==> config.mk <==
export PLATFORM = sky130hd
export DESIGN_NAME = zq_cal_ctrl
export DESIGN_NICKNAME = d
export VERILOG_FILES = /design/src/rtl/zq_cal_ctrl.sv
export SDC_FILE = /design/constraint.sdc
export NUM_CORES = 1
export LEC_CHECK = 0
export BUFFER_PORTS_ARGS = -buffer_cell sky130_fd_sc_hd__buf_2
export CAP_MARGIN = 15
export CORE_MARGIN = 1.5
export CORE_UTILIZATION = 63
export CTS_BUF_LIST = sky130_fd_sc_hd__clkbuf_4 sky130_fd_sc_hd__clkbuf_8
export CTS_CLUSTER_DIAMETER = 100
export DETAILED_ROUTE_END_ITERATION = 6
export PLACE_DENSITY = 0.89
export SETUP_SLACK_MARGIN = 0.1
export SYNTH_ARGS = -nofsm -noshare
export SYNTH_HDL_FRONTEND = slang
export SYNTH_SLANG_ARGS = --single-unit
==> constraint.sdc <==
create_clock -name clk -period 3.15 [get_ports clk]
set_input_delay 0.1575 -clock clk [delete_from_list [all_inputs] [get_ports clk]]
set_output_delay 0.1575 -clock clk [all_outputs]
set_load 0.05 [all_outputs]
==> src/rtl/zq_cal_ctrl.sv <==
// ZQ calibration controller: successive-approximation search for the PHY drive code,
// MSB first, with each trial code held SETTLE_CYCLES cycles before the comparator is sampled.
module zq_cal_ctrl #(
  parameter int WIDTH         = 7,
  parameter int SETTLE_CYCLES = 4
) (
  input  logic             clk,
  input  logic             rst,
  input  logic             start,
  input  logic             abort,
  input  logic             comparator_out,
  output logic [WIDTH-1:0] zq_config,
  output logic             zq_cal_en,
  output logic             busy,
  output logic             done,
  output logic [WIDTH-1:0] zq_code,
  output logic             range_err
);

  localparam int CW = (SETTLE_CYCLES > 1) ? $clog2(SETTLE_CYCLES) : 1;
  localparam int IW = (WIDTH > 1) ? $clog2(WIDTH) : 1;
  localparam logic [CW-1:0]    CNT_LOAD = CW'(SETTLE_CYCLES - 1);
  localparam logic [IW-1:0]    IDX_TOP  = IW'(WIDTH - 1);
  localparam logic [WIDTH-1:0] MSB_CODE = {1'b1, {(WIDTH-1){1'b0}}};
  localparam logic [WIDTH-1:0] ONE_CODE = {{(WIDTH-1){1'b0}}, 1'b1};
  localparam logic [WIDTH-1:0] ALL_ONES = {WIDTH{1'b1}};

  typedef enum logic [1:0] {
    IDLE,
    SETTLE,
    DONE
  } state_t;

  state_t           state, state_nxt;
  logic [IW-1:0]    idx, idx_nxt;
  logic [CW-1:0]    cnt, cnt_nxt;
  logic [WIDTH-1:0] acc, acc_nxt;
  logic [WIDTH-1:0] cfg_nxt, code_nxt;
  logic             en_nxt, rerr_nxt;
  logic [WIDTH-1:0] bit_mask;
  logic [WIDTH-1:0] decided;

  // acc holds only the bits already resolved; the bit under trial is added back if it passed
  assign bit_mask = ONE_CODE << idx;
  assign decided  = comparator_out ? acc : (acc | bit_mask);

  assign busy = (state == SETTLE);
  assign done = (state == DONE);

  always_ff @(posedge clk) begin
    if (rst) begin
      state     <= IDLE;
      idx       <= '0;
      cnt       <= '0;
      acc       <= '0;
      zq_config <= '0;
      zq_code   <= '0;
      zq_cal_en <= 1'b0;
      range_err <= 1'b0;
    end else begin
      state     <= state_nxt;
      idx       <= idx_nxt;
      cnt       <= cnt_nxt;
      acc       <= acc_nxt;
      zq_config <= cfg_nxt;
      zq_code   <= code_nxt;
      zq_cal_en <= en_nxt;
      range_err <= rerr_nxt;
    end
  end

  always_comb begin
    state_nxt = state;
    idx_nxt   = idx;
    cnt_nxt   = cnt;
    acc_nxt   = acc;
    cfg_nxt   = zq_config;
    code_nxt  = zq_code;
    en_nxt    = zq_cal_en;
    rerr_nxt  = range_err;

    case (state)
      IDLE: begin
        if (start && !abort) begin
          state_nxt = SETTLE;
          acc_nxt   = '0;
          idx_nxt   = IDX_TOP;
          cfg_nxt   = MSB_CODE;
          cnt_nxt   = CNT_LOAD;
          en_nxt    = 1'b1;
        end
      end

      SETTLE: begin
        if (abort) begin
          // Put the last good code back on the PHY rather than a half-searched trial
          state_nxt = IDLE;
          en_nxt    = 1'b0;
          cfg_nxt   = zq_code;
        end else if (cnt != '0) begin
          cnt_nxt = cnt - CW'(1);
        end else begin
          acc_nxt = decided;
          if (idx != '0) begin
            cfg_nxt = decided | (bit_mask >> 1);
            idx_nxt = idx - IW'(1);
            cnt_nxt = CNT_LOAD;
          end else begin
            state_nxt = DONE;
            cfg_nxt   = decided;
            code_nxt  = decided;
            rerr_nxt  = (decided == '0) || (decided == ALL_ONES);
            en_nxt    = 1'b0;
          end
        end
      end

      DONE: begin
        state_nxt = IDLE;
      end

      default: begin
        state_nxt = IDLE;
      end
    endcase
  end

endmodule

==> results.py <==
metrics = {
    "sta": {
        "slew_viol_final": 0,
        "fin_setup_tns_ps": 0,
        "worst_clock_skew_ps": 7.11,
        "slew_headroom": 0.522,
        "fin_crit_sh": 0.666,
        "setup_viol": 0,
        "period_needed_ps": 2100,
        "worst_pin_slew_ps": 712,
        "rsz0062_at_grt": "no",
        "hold_violations": 0,
        "max_freq_mhz": 477,
    },
    "place": {
        "routabilityCongestion": 0.962,
        "detailed_place.area_sq_um": 1620,
        "place_hpwl_microns": 2470,
        "io_buffers": 22,
    },
    "logic_synthesis": {
        "syn-cell-area_sq_um": 1520,
        "synth_warnings": 0,
        "syn_avg_cell_area_sq_um": 8.29,
        "synth-xor-area-share": 0,
        "synth_top_family_by_area": "simple AND/OR/NAND/NOR gates",
        "synthSimpleGateAreaFrac": 0.242,
        "synthesis.nets": 194,
        "ys_seq_area_frac": 0.396,
        "synth-compound-area-share": 0.231,
        "syn-instance-count": 183,
        "synthMuxAreaShare": 0.0330,
        "ys_types": 32,
        "ys_ff_latch": 30,
        "yosys.area_share.adder": 0.0495,
    },
    "clocking": {
        "cts_tree": "yes",
        "clockBufferDepth": 2,
        "cts_sinks": 30,
        "clk_pin_slew_ps": 90,
        "cts_setup_buffers": 0,
        "hold_buffers": 0,
        "htreeDepth": 2,
        "cts_root_buf": "clkbuf_4",
        "cts_buffers": 5,
        "clkLatencyLatePin_ps": 340,
        "cts_resized": 0,
    },
    "floorplanning": {
        "die-area_sq_um": 2710,
        "rows": 17,
        "die_h_microns": 52.1,
        "core_area_sq_um": 2230,
        "fp.dieW_microns": 52.1,
        "initial_utilization": 0.680,
        "ios": 23,
    },
    "layout": {
        "fillerInstances": 177,
        "n_antenna_cell": 0,
        "nNetsFinal": 213,
        "layout_commonest_cell": "dfxtp_1",
        "post_route_cells_drive_above_1_share": 0.167,
        "fin_area_sq_um": 1690,
        "synthToLayoutAreaGrowth_pct": 11.1,
        "layout_common_cells": "dfxtp_1, nor2_1, a21oi_1",
    },
    "global_routing": {
        "grt_antenna_before_repair": 0,
        "grt.total_usage": 0.307,
        "grt_pass1_vias": 1287,
        "grt_pass1_wl_microns": 5950,
        "overflow": 0,
        "grt_start_max_net_pins": 31,
    },
    "drt": {
        "ant_nets": 0,
        "met2_wirelength_microns": 1740,
        "routed_wl_microns": 3620,
        "vias": 1416,
        "drcViolationCount": 0,
        "topRoutingLayerUsed": "met4",
        "routed_via_density": 6.13,
        "drt-met1-wl_microns": 1550,
        "wl_per_cell_microns": 15.7,
        "drt_iter0_drc": 64,
        "met3_length_microns": 247,
        "firstDrtPassIters": 4,
    },
    "worst_setup_path": {
        "cp.arrival_ps": 2310,
        "end_kind": "flop",
        "worstPathRequired_ps": 3360,
        "crit_fanout": 17,
        "startpoint_type": "flop",
        "critical_path_class": "reg2reg",
    },
    "power": {
        "peakVddDrop_mv": 0.440,
        "p_per_area_nw_per_um2": 463,
        "p_leak_nw": 0.704,
    },
    "flow_run": {
        "drv_cap": 0,
    },
    "worst_hold_path": {
        "hp-class": "in2reg",
    },
    "status": {
        "outcome": "finished, final reports clean",
    },
}
-- cell families (layout without fill, tap and decap cells) --
family | after synthesis | count (layout)
compound gates | 52 | 52
buf+inv | 18 | 38
flops | 30 | 30
fa+ha+maj | 6 | 6
mux | 5 | 5
simple gates | 72 | 72
-- metrics by stage --
step | cells | utilization | hold WS (ps) | power (mW) | worst slack [ps]
after global placement | 223 | 0.727 | 437 | 0.534 | 1210
after global routing | 231 | 0.755 | 256 | 0.815 | 823
after CTS | 231 | 0.755 | 213 | 0.783 | 1080
after detailed placement | 223 | 0.727 | 447 | 0.538 | 1080
final | 231 | 0.755 | 234 | 0.781 | 1050
after floorplan | 183 | - | 370 | 0.510 | 1360
-- where the power goes --
part	switching, mW	total, mW	internal [mW]
clock	0.133	0.249	0.117
combinational	0.0919	0.131	0.0390
sequential	0.0110	0.401	0.390
total	0.235	0.781	0.546
-- synth_stat cells --
master     number  area [sq um]
inv_1           7          26.3
nor2_1         27           101
nand2_1        11          41.3
nand2b_1        5          31.3
a32o_1          2          20.0
a221oi_1        1          8.76
a311oi_1        4          35.0
a31o_2          1          8.76
a21o_1          5          37.5
ha_1            6          75.1
mux2i_1         5          50.1
nor4_4          1          21.3
or3b_1          1          8.76
or4_1           5          37.5
a211o_1         1          8.76
o21ai_0         1          5.00
nor2b_1        10          62.6
nand4_1         1          6.26
a31oi_1         2          12.5
a21oi_1        23           115
o211ai_1        1          7.51
a2111oi_2       1          15.0
nand3_1         3          15.0
clkbuf_1        5          18.8
buf_2           5          25.0
nor3_1          6          30.0
buf_1           1          3.75
a2111oi_0       1          8.76
or3_1           1          6.26
a211oi_1        9          67.6
nor4_1          1          6.26
dfxtp_1        30           601
-- critical path, cell delays in order, from the launching register on --
cell	delay (ps)
dfxtp_1	480
nand2b_1	430
nor4_4	750
mux2i_1	260
nor2_1	50
-- registers in the layout, indices dropped and copies added, names as in the netlist --
register / flops
acc: 7
zq_code: 7
zq_config: 7
idx: 3
cnt: 2
state: 2
range_err: 1
zq_cal_en: 1
-- routing by layer --
layer / track usage / vias up
met5: 0 / -
met4: 0.145 / 0
met3: 0.109 / 12
met2: 0.477 / 49
met1: 0.375 / 652
li1: - / 703
-- layout make-up --
cell class                 instances  area, sq um  share of cell area
clock buffer                       7         58.8              0.0349
tap                               28         35.0              0.0208
sequential                        30          601               0.356
clock inverter                     1         5.00             0.00297
timing repair buffer              23          118              0.0697
inverter                           7         26.3              0.0156
multi-input combinational        135          843               0.500
-- final timing paths --
kind                  startpoint            to  slack [ps]  depth (start not counted)
setup / recovery        state[0]    zq_code[1]        1050                          4
setup reg to reg        state[0]    zq_code[1]        1050                          4
hold / removal    comparator_out    zq_code[0]         230                          4
hold reg to reg     zq_config[0]  zq_config[0]         460                          2
Power figures use the tool's default switching activity.
